File: config.mk
export PLATFORM = sky130hd
export DESIGN_NAME = mmio_timer
export DESIGN_NICKNAME = d
export VERILOG_FILES = /design/src/rtl/mmio_timer.sv
export SDC_FILE = /design/constraint.sdc
export NUM_CORES = 1
export LEC_CHECK = 0
export BUFFER_PORTS_ARGS = -buffer_cell sky130_fd_sc_hd__buf_2
export CELL_PAD_IN_SITES_DETAIL_PLACEMENT = 0
export CELL_PAD_IN_SITES_GLOBAL_PLACEMENT = 2
export CORE_UTILIZATION = 37
export CTS_BUF_LIST = sky130_fd_sc_hd__clkbuf_16
export DETAILED_ROUTE_END_ITERATION = 6
export PLACE_DENSITY_LB_ADDON = 0.1
export SLEW_MARGIN = 15
export SYNTH_ARGS = -nofsm -noshare
export SYNTH_HDL_FRONTEND = slang
export SYNTH_SLANG_ARGS = --single-unit
File: constraint.sdc
create_clock -name clk -period 5.3 [get_ports clk]
set_clock_uncertainty 0.2 [all_clocks]
set_input_delay 0.265 -clock clk [delete_from_list [all_inputs] [get_ports clk]]
set_output_delay 0.265 -clock clk [all_outputs]
set_load 0.02 [all_outputs]
File: src/rtl/mmio_timer.sv
// Memory-mapped 32-bit timer with prescaler, compare match and irq, plus the sticky
// VERIFY/DONE registers used to end a program run. Combinational reads, edge writes.
module mmio_timer #(
  parameter logic [31:0] BASE  = 32'h0000_1000,
  parameter int          PRE_W = 8
) (
  input  logic        clk,
  input  logic        rst,
  input  logic        ce,
  input  logic        we,
  input  logic [31:0] addr,
  input  logic [31:0] data_i,
  output logic [31:0] data_o,
  output logic        irq,
  output logic [31:0] verify,
  output logic        done
);

  localparam logic [2:0] OFF_CTRL   = 3'd0;
  localparam logic [2:0] OFF_COUNT  = 3'd1;
  localparam logic [2:0] OFF_CMP    = 3'd2;
  localparam logic [2:0] OFF_STATUS = 3'd3;
  localparam logic [2:0] OFF_VERIFY = 3'd4;
  localparam logic [2:0] OFF_DONE   = 3'd5;

  logic             en, auto_reload, irq_en;
  logic [PRE_W-1:0] prescale, pre_cnt;
  logic [31:0]      count, cmp;
  logic             match, ovf;

  logic       sel, wr;
  logic [2:0] off;
  logic       tick, cnt_wr, hit, reload, wrap;
  logic       unused_ok;

  assign sel       = ce && (addr[31:5] == BASE[31:5]);
  assign off       = addr[4:2];
  assign wr        = sel && we;
  assign unused_ok = ^addr[1:0];

  // A CPU write to COUNT overrides the tick entirely: no match, no overflow that edge.
  assign tick   = en && (pre_cnt == prescale);
  assign cnt_wr = wr && (off == OFF_COUNT);
  assign hit    = tick && !cnt_wr && (count == cmp);
  assign reload = hit && auto_reload;
  assign wrap   = tick && !cnt_wr && !reload && (count == 32'hFFFF_FFFF);

  always_ff @(posedge clk or negedge rst) begin
    if (!rst) begin
      en          <= 1'b0;
      auto_reload <= 1'b0;
      irq_en      <= 1'b0;
      prescale    <= '0;
      pre_cnt     <= '0;
      count       <= '0;
      cmp         <= '0;
      match       <= 1'b0;
      ovf         <= 1'b0;
      verify      <= '0;
      done        <= 1'b0;
    end else begin
      if (wr && off == OFF_CTRL) begin
        en          <= data_i[0];
        auto_reload <= data_i[1];
        irq_en      <= data_i[2];
        prescale    <= data_i[8 +: PRE_W];
        pre_cnt     <= '0;
      end else if (tick) begin
        pre_cnt <= '0;
      end else if (en) begin
        pre_cnt <= pre_cnt + PRE_W'(1);
      end

      if (cnt_wr)    count <= data_i;
      else if (tick) count <= reload ? 32'h0 : count + 32'd1;

      if (wr && off == OFF_CMP) cmp <= data_i;

      // Hardware set wins over a same-edge write-1-to-clear.
      if (hit)                                       match <= 1'b1;
      else if (wr && off == OFF_STATUS && data_i[0]) match <= 1'b0;
      if (wrap)                                      ovf   <= 1'b1;
      else if (wr && off == OFF_STATUS && data_i[1]) ovf   <= 1'b0;

      if (wr && off == OFF_VERIFY) verify <= data_i;
      if (wr && off == OFF_DONE)   done   <= 1'b1;
    end
  end

  logic [31:0] rd;
  always_comb begin
    rd = '0;
    case (off)
      OFF_CTRL: begin
        rd[0]           = en;
        rd[1]           = auto_reload;
        rd[2]           = irq_en;
        rd[8 +: PRE_W]  = prescale;
      end
      OFF_COUNT:  rd = count;
      OFF_CMP:    rd = cmp;
      OFF_STATUS: rd = {30'b0, ovf, match};
      OFF_VERIFY: rd = verify;
      OFF_DONE:   rd = {31'b0, done};
      default:    rd = '0;
    endcase
  end

  assign data_o = (rst && sel && !we) ? rd : 32'h0;
  assign irq    = match && irq_en;

endmodule

==> impl_metrics.toml, run 1 <==
[power_and_ir_drop]
clockPowerShare_pct = 54.2
switching_share_pct = 23.9
intPower_uw = 1680
leakagePower_uw = 0.00406
p_sw_uw = 529
max-vdd-ir-drop_uv = 202
p_comb_share_pct = 5.1
total_power_uw = 2210
p_per_area_nw_per_um2 = 251
seq_power_share_pct = 40.7

[detailed_routing]
wl_met3_um = 1450
wirelength_um = 24200
wl_met1_um = 11300
met2_length_um = 11000
ant_nets = 0
topRoutingLayerUsed = "met4"
vias_per_cell = 5.79
drc = 0
dr.pass1.iters = 7
drtIter0Drc = 454
detail_route.wl_per_cell_um = 21.1
vias = 6661

[yosys]
syn_area_um2 = 7100
synth_flop_cell = "dfrtp_1"
ys_seq_area_share_pct = 41.6
synth_edf_count = 0
syn_avg_cell_area_um2 = 9.16
synth_warnings = 0
synthDistinctLibCells = 52
yosysTopAreaCellShare_pct = 41.6
synth_cells = 775
synthArstFlopShare_pct = 100
synth_area_leader_cell = "dfrtp_1"
ys_ff_latch = 118
netlist_top_cells_area = "dfrtp_1, mux2_2, nand3_1, xnor2_1, nor2_1"
synth_fp_nets = 845

[sta]
hold_viol_final = 0
slew_headroom_pct = 28.5
fmax_mhz = 266
tightest_slew_ps = 1070
setup_tns_ps = 0
rsz0062_at_grt = "no"
fin_crit_ps = 3760
slew_viol_final = 0
finalSetupViolations = 0
timing.final.crit_share_pct = 70.9

[setup_path]
crit_path_start_kind = "primary input"
critPathKind = "primary input to primary output"
required_ps = 4840
cp-end-kind = "primary output"
critPathMaxFanout = 42
reg2reg_depth = 7
crit_arrival_ps = 3290

[floorplan]
die_w_um = 141
coreArea_um2 = 18800
die-area_um2 = 19800
num_rows = 50
start_util_pct = 37.8
io_pins = 134
chipHeight_um = 141

[clock_tree]
cts.clk_slew.worst_paths_ps = 60
clock-sinks = 118
cts_root_buffer = "clkbuf_16"
numCtsBuffers = 17
cts_tree = "done"
h-tree-depth = 4
clk_latency_ps = 420
clock_path_buffers = 2

[status]
outcome = "complete, no violations"

[hold_path]
hp-class = "primary input to asynchronous set/reset pin"

[final_layout]
final_common_cell = "buf_2"
final_cell_mix = "buf_2, dfrtp_1, mux2_2, nor2_1, nand3_1"
nets = 973
drive_gt1_share_pct = 29.3
n_antenna_cell = 0
areaGrowthSynthToFinish_pct = 24.3

[global_route]
antenna_found_initial = 0
grt_pass1_vias = 6330
grt_start_max_net_pins = 65
grt_pass1_wl_um = 37600
grt_usage_pct = 25.1
grt.overflow.total = 0

[job]
maxCapViolCount = 0

[placed_design]
gp_congestion = 0.810
hpwl_um = 16600
port-buffer-count = 131
-- layout make-up --
class,instances,area [um^2]
clock buffer,17,425
inverter,6,22.5
sequential,118,2950
fill,1860,9940
clock inverter,15,178
tap,234,293
timing repair buffer,177,1090
multi-input combinational,583,3870
-- worst max-delay path, cell delays in order --
cell and delay [ps]:
buf_2 720, nor2b_1 820, nor2b_2 680, buf_4 360, a21oi_1 130, nor2_1 110, buf_2 180
-- cells in the mapped netlist (27+ instances only) --
master,instances
mux2_2,76
a21oi_1,39
nor4_1,31
xnor2_1,34
a22oi_1,27
nor2_1,75
dfrtp_1,118
o21ai_0,33
nand2_1,49
clkbuf_1,47
nand3_1,63
and3_1,31
-- layer usage --
layer | track usage, % | vias up
li1 | - | 3096
met1 | 35.4 | 3304
met4 | 8.52 | 0
met5 | 0 | -
met3 | 4.21 | 25
met2 | 38.8 | 236
-- kinds of logic (layout without fill, tap and decap cells) --
family          after synthesis  in the layout  synth area share (%)
xor+xnor                     42             42                  5.18
fa+ha+maj                     2              2                 0.352
compound gates              128            128                  10.9
simple gates                323            323                  23.8
buf+inv                      74            215                  4.21
mux                          88             88                  13.9
flops                       118            118                  41.6
-- timing repair --
action                     4_1_cts  5_1_grt
resized for setup                0        0
hold endpoints to repair       160        0
setup buffers                    0        0
setup endpoints to repair        0        0
hold buffers                    33        0
-- power groups by stage --
| stage | logic [uW] | registers, uW | clock network [uW] |
|---|---|---|---|
| 6_report | 113 | 901 | 1200 |
| 5_1_grt | 123 | 901 | 1260 |
| 4_1_cts | 114 | 901 | 1220 |
| 3_5_place_dp | 95.1 | 917 | 0 |
| 3_3_place_gp | 94.0 | 917 | 0 |
| 2_1_floorplan | 24.2 | 918 | 0 |
-- state kept, by name, indices dropped and copies added (netlist names) --
register	flops
pre_cnt	8
irq_en	1
verify	32
match	1
ovf	1
count	32
auto_reload	1
cmp	32
en	1
prescale	8
done	1
-- through the flow --
stage / setup slack [ps] / hold slack, ps / util, % / area (um^2) / cells
after floorplan: 2870 / -231 / - / 7100 / 775
after global placement: 1380 / -71.5 / 42.0 / 7890 / 1085
after detailed placement: 1340 / -69.1 / 42.0 / 7890 / 1085
after CTS: 1600 / 37.5 / 47.0 / 8820 / 1150
after global routing: 1440 / 42.9 / 47.0 / 8820 / 1150
final: 1540 / 37.6 / 47.0 / 8820 / 1150
-- final timing paths --
path                               to  slack [ps]       start
min in group clk                match         260          we
setup / recovery            data_o[3]        1540     addr[2]
hold reg to reg                   ovf         310         ovf
setup reg to reg             count[6]        2110  pre_cnt[4]
hold / removal             verify[14]          40         rst
max in group asynchronous     cmp[26]        3740         rst
Note: power is estimated with default switching activity, not from simulation.
==> run 2, diff against run 1 <==
--- a/config.mk
+++ b/config.mk
@@ -5,10 +5,11 @@
 export SDC_FILE = /design/constraint.sdc
 export NUM_CORES = 1
 export LEC_CHECK = 0
+export ABC_AREA = 1
 export BUFFER_PORTS_ARGS = -buffer_cell sky130_fd_sc_hd__buf_2
 export CELL_PAD_IN_SITES_DETAIL_PLACEMENT = 0
 export CELL_PAD_IN_SITES_GLOBAL_PLACEMENT = 2
-export CORE_UTILIZATION = 37
+export CORE_UTILIZATION = 31
 export CTS_BUF_LIST = sky130_fd_sc_hd__clkbuf_16
 export DETAILED_ROUTE_END_ITERATION = 6
 export PLACE_DENSITY_LB_ADDON = 0.1
==> constraint.sdc (replaced) <==
create_clock -name clk -period 3.5 [get_ports clk]
set_clock_uncertainty 0.2 [all_clocks]
set_input_delay 0.175 -clock clk [delete_from_list [all_inputs] [get_ports clk]]
set_output_delay 0.175 -clock clk [all_outputs]
set_load 0.02 [all_outputs]
==> run 2 against run 1 <==
First-iteration DRC count decreased by 23%; critical path depth increased by 6; global-route usage decreased by 4.4 points; count of clock-buffer cells in the layout unchanged; final area increased by 7.5%; flip-flop and latch count unchanged; core utilization decreased by 7.0 points; synthesized cell count increased by 45%; combinational power increased by 48%; sequential power increased by 52%; clock power increased by 53%; critical path type unchanged.
==> impl_metrics.toml, run 2 <==
[status]
outcome = "complete, no violations"

[final_layout]
final_common_cell = "nand2_1"
drive_gt1_share_pct = 15.0
final_cells = 1615
reg_top3 = "cmp x32, count x32, verify x32"
areaGrowthSynthToFinish_pct = 25.8
nets = 1353
multi_input_area_um2 = 3810
n_antenna_cell = 0
seq_area_um2 = 2950
fillerInstances = 2648
final_cell_mix = "nand2_1, inv_1, buf_2, dfrtp_1, o21ai_0"

[sta]
rsz0062_at_grt = "no"
tightest_slew_ps = 1110
slew_viol_final = 0
setup_tns_ps = 0
fin_crit_ps = 2690
slew_headroom_pct = 26.1
finalSetupViolations = 0
fmax_mhz = 371
timing.final.crit_share_pct = 76.9
hold_viol_final = 0

[placed_design]
numPlacedInstances = 1546
hpwl_um = 18000
port-buffer-count = 131
gp_congestion = 0.888

[detailed_routing]
detail_route.wl_per_cell_um = 15.0
dr.pass1.iters = 5
wirelength_um = 24200
drtIter0Drc = 349
vias_per_cell = 4.55
drc = 0
vias = 7356
ant_nets = 0

[setup_path]
cp_slowest_cell = "dlygate4sd3_1"
max_stage_delay_ps = 530
r2r_end = "count[21]"
critPathMaxFanout = 22
cp.depth = 13
required_ps = 3120
reg2reg_slack_ps = 1140
cp-end-kind = "primary output"
cp_cell_sequence = "dlygate4sd3_1 > buf_2 > inv_1 > nor2_1 > and2_1 > nand2_1 > nor2_2 > nand3_1 > buf_4 > inv_1 > o31ai_2 > nor2_1 > buf_2"
rr_startpoint = "pre_cnt[5]"
cp_top_family = "buffers and inverters"
critPathBufInv = 6
reg2reg_depth = 10
critPathKind = "primary input to primary output"
crit_arrival_ps = 2320
crit_path_start_kind = "primary input"

[floorplan]
die-area_um2 = 24900
chipHeight_um = 158
num_rows = 56
coreArea_um2 = 23700
die_w_um = 158
start_util_pct = 31.8
io_pins = 134

[yosys]
synth_area_leader_cell = "dfrtp_1"
ys_ff_latch = 118
synthArstFlopShare_pct = 100
yosysMostFrequentCell = "nand2_1"
ys_seq_area_share_pct = 39.2
synth_cells = 1126
synth_common_cells = "nand2_1, inv_1, dfrtp_1"
netlist_top_cells_area = "dfrtp_1, nand2_1, inv_1, o21ai_0, nand3_1"
synth_fp_nets = 1196
synthDistinctLibCells = 32
yosysTopAreaCellShare_pct = 39.2
syn_avg_cell_area_um2 = 6.69
synth_flop_cell = "dfrtp_1"
syn_area_um2 = 7540
synth_edf_count = 0
synth_warnings = 0

[hold_path]
hold-path-endpoint = "ovf"
hp-class = "primary input to flip-flop"
worstHoldStart = "addr[31]"
hold_depth = 7

[global_route]
grt_pass1_vias = 7107
grt.overflow.total = 0
grt_start_max_net_pins = 119
antenna_found_initial = 0
grt_pass1_wl_um = 39100
grt_usage_pct = 20.6

[clock_tree]
cts_tree = "done"
cts_root_buffer = "clkbuf_16"
numCtsBuffers = 17
clock_path_buffers = 2
clock-sinks = 118
clk_latency_ps = 430
cts.clk_slew.worst_paths_ps = 60
h-tree-depth = 4

[power_and_ir_drop]
total_power_uw = 3370
leakagePower_uw = 0.00460
p_per_area_nw_per_um2 = 355
max-vdd-ir-drop_uv = 224

[job]
maxCapViolCount = 0
==> run 2: cell type report <==
cell class / instances / share of cell area (%)
Timing Repair Buffer: 187 / 12.5
Clock inverter: 15 / 1.93
Tap cell: 319 / 4.21
Inverter: 142 / 5.62
Multi-Input combinational cell: 817 / 40.2
Sequential cell: 118 / 31.1
Clock buffer: 17 / 4.48
==> run 2: repair_timing <==
action / CTS / global route
hold endpoints to repair: 228 / 0
gates resized for setup: 0 / 0
hold buffers: 37 / 0
setup buffers: 0 / 0
==> run 2: cells by family (layout without fill, tap and decap cells) <==
kind of cell / Yosys count / count (layout) / synth area share (%)
AO/OA/AOI/OAI: 132 / 132 / 9.84
XOR/XNOR: 46 / 46 / 5.34
adder cells (fa/ha/maj): 2 / 2 / 0.332
buffers and inverters: 191 / 361 / 10.3
flip-flops: 118 / 118 / 39.2
AND/OR/NAND/NOR: 637 / 637 / 35.0
==> run 2: worst min-delay path, stage by stage <==
cell,delay (ps)
buf_2,90
nor3_1,40
nand2_1,50
nor2_1,40
nand3_1,60
nor3_1,40
o21ai_0,130
==> run 2: metal layers <==
| metal | up-vias | routed length [um] | global-route usage, % |
|---|---|---|---|
| li1 | 3848 | - | - |
| met2 | 127 | 10700 | 32.7 |
| met5 | - | 0 | 0 |
| met1 | 3365 | 12600 | 29.5 |
| met3 | 16 | 699 | 2.79 |
| met4 | 0 | 261 | 4.95 |
==> run 2: worst max path at each step <==
stage	slack, ps	to	start
4_1_cts	770	data_o[8]	ce
3_5_place_dp	1130	count[20]	pre_cnt[4]
3_3_place_gp	1130	count[15]	pre_cnt[5]
6_report	810	data_o[8]	ce
2_1_floorplan	1680	count[16]	count[0]
5_1_grt	600	data_o[8]	ce
==> run 2: power breakdown <==
| group | internal (uW) | switching [uW] | total [uW] |
|---|---|---|---|
| Sequential | 1360 | 1.22 | 1370 |
| Clock | 1080 | 755 | 1840 |
| Combinational | 68.2 | 99.0 | 167 |
==> run 2: metrics by stage <==
stage | hold slack (ps) | setup slack [ps] | utilization [%] | cell area (um^2)
floorplan | -321 | 1680 | - | 7540
detailed placement | 200 | 1130 | 35.9 | 8510
global route | 87.1 | 599 | 40.1 | 9490
finish | 38.3 | 808 | 40.1 | 9490
CTS | 35.5 | 772 | 40.1 | 9490
global placement | 214 | 1130 | 35.9 | 8510
==> run 3, diff against run 2 <==
--- a/config.mk
+++ b/config.mk
@@ -9,7 +9,7 @@
 export BUFFER_PORTS_ARGS = -buffer_cell sky130_fd_sc_hd__buf_2
 export CELL_PAD_IN_SITES_DETAIL_PLACEMENT = 0
 export CELL_PAD_IN_SITES_GLOBAL_PLACEMENT = 2
-export CORE_UTILIZATION = 31
+export CORE_UTILIZATION = 28
 export CTS_BUF_LIST = sky130_fd_sc_hd__clkbuf_16
 export DETAILED_ROUTE_END_ITERATION = 6
 export PLACE_DENSITY_LB_ADDON = 0.1
==> constraint.sdc (replaced) <==
create_clock -name clk -period 2.2 [get_ports clk]
set_clock_uncertainty 0.2 [all_clocks]
set_input_delay 0.11 -clock clk [delete_from_list [all_inputs] [get_ports clk]]
set_output_delay 0.11 -clock clk [all_outputs]
set_load 0.02 [all_outputs]
==> run 3 against run 2 <==
The run now ends with DRC left; count of clock-buffer cells in the layout did not move; total power rose by 58%; wire length rose by 5.7%; register-to-register slack got worse by 990 ps; core utilization fell by 2.4 points; sequential power rose by 58%; clock power rose by 56%; critical path type is now flip-flop to primary output; largest cell class unchanged; largest power group unchanged.
==> impl_metrics.toml, run 3 (same netlist as run 2, synthesis figures left out) <==
[floorplan]
coreArea_um2 = 26200
chipHeight_um = 166
start_util_pct = 28.8
io_pins = 134
die_w_um = 166
num_rows = 59
die-area_um2 = 27600

[detailed_routing]
drtIter0Drc = 453
met2_length_um = 11400
wl_met3_um = 697
wirelength_um = 25600
detail_route.wl_per_cell_um = 15.3
ant_nets = 0
drc = 5
vias_per_cell = 4.52
wl_met1_um = 13400
vias = 7555
topRoutingLayerUsed = "met4"
dr.pass1.iters = 7

[setup_path]
cp_slowest_cell = "dfrtp_1"
crit_path_start_kind = "flip-flop"
required_ps = 1890
rr_startpoint = "count[0]"
crit_arrival_ps = 1810
cp_cell_sequence = "inv_1 > buf_4 > o21ai_0 > a221oi_1 > nor2_1 > buf_2"
max_stage_delay_ps = 420
reg2reg_depth = 10
r2r_end = "count[28]"
reg2reg_slack_ps = 150
cp-end-kind = "primary output"
critPathMaxFanout = 4
critPathKind = "flip-flop to primary output"

[hold_path]
hold-path-endpoint = "match"
hold_depth = 4
worstHoldStart = "addr[3]"
hp-class = "primary input to flip-flop"

[clock_tree]
clk_latency_ps = 430
cts_root_buffer = "clkbuf_16"
cts.clk_slew.worst_paths_ps = 60
clock_path_buffers = 2
h-tree-depth = 4
clock-sinks = 118
numCtsBuffers = 17
cts_tree = "done"

[power_and_ir_drop]
p_sw_uw = 1340
total_power_uw = 5310
switching_share_pct = 25.2
seq_power_share_pct = 40.9
p_per_area_nw_per_um2 = 538
intPower_uw = 3980
p_comb_share_pct = 5.1
max-vdd-ir-drop_uv = 359
clockPowerShare_pct = 54.0
leakagePower_uw = 0.00481

[placed_design]
hpwl_um = 19400
postPlaceCellArea_um2 = 8880
port-buffer-count = 131
gp_congestion = 0.845

[final_layout]
final_area_um2 = 9880
drive_gt1_share_pct = 17.8
n_antenna_cell = 0
utilization_pct = 37.7
reg_top3 = "cmp x32, count x32, verify x32"
nets = 1395
final_cell_mix = "nand2_1, inv_1, buf_2, dfrtp_1, o21ai_0"
areaGrowthSynthToFinish_pct = 31.0
final_common_cell = "nand2_1"

[sta]
timing.final.crit_share_pct = 96.4
tightest_slew_ps = 847
hold_viol_final = 0
slew_viol_final = 0
finalSetupViolations = 0
fin_crit_ps = 2120
hold_slack_ps = 28.1
rsz0062_at_grt = "no"
slew_headroom_pct = 43.2
setup_tns_ps = 0
fmax_mhz = 471

[global_route]
antenna_found_initial = 0
grt.overflow.total = 0
grt_pass1_wl_um = 42300
grt_pass1_vias = 7632
grt_usage_pct = 19.6
grt_start_max_net_pins = 119

[job]
maxCapViolCount = 0

[status]
violations = "DRC"
outcome = "complete, but fails checks"
## run 3: changes by cell type in the layout (fill, tap and decap cells not counted), moves of 2 or more
cell,previous run,this run
inv_8,4,1
nor3_2,2,5
clkinvlp_4,1,3
buf_12,1,5
dlygate4sd3_1,37,39
nor3_1,18,15
buf_4,19,55
## run 3: critical path, delay by kind of cell (launching register included)
kind                   cells  cell delay (ps)
AOI/OAI and AO/OA          2              420
buffers and inverters      3              460
DFF                        1              420
and+or+nand+nor            1               90
## run 3: worst max-delay path by stage
stage          startpoint         to  slack [ps]  cells after the start
3_5_place_dp     count[4]  count[26]          90                     10
5_1_grt         count[25]  count[21]           4                     11
6_report         count[8]  data_o[8]          80                      6
3_3_place_gp     count[4]  count[26]         100                     10
2_1_floorplan    count[0]  count[16]         380                      7
4_1_cts          count[8]  data_o[8]          60                      6
## run 3: per-layer routing
layer | global-route usage, % | up-vias
met5 | 0 | -
met4 | 4.02 | 0
met3 | 2.88 | 12
met2 | 31.0 | 116
met1 | 28.1 | 3487
li1 | - | 3940
## run 3: power groups by stage
stage	Combinational [uW]	Clock (uW)	Sequential (uW)
5_1_grt	308	3060	2170
4_1_cts	280	2950	2170
2_1_floorplan	62.3	0	2210
3_3_place_gp	231	0	2210
6_report	272	2870	2170
3_5_place_dp	230	0	2210
## run 3: what timing repair did
action,in CTS,in global routing
endpoints found under the setup margin,0,3
hold buffers,39,0
setup buffers,0,0
resized for setup,0,3
endpoints found under the hold margin,228,0
## run 3: final cells by class
cell class,instances,area (um^2)
multi-input combinational,817,3820
clock inverter,15,169
fill,2902,16300
tap,335,419
inverter,142,533
clock buffer,17,425
timing repair buffer,229,1550
sequential,118,2950
## run 3: stage by stage
step                setup slack (ps)  cells
floorplan                        384   1126
global placement                95.9   1602
detailed placement              94.8   1602
CTS                             59.2   1673
global route                    3.55   1673
finish                          78.6   1673
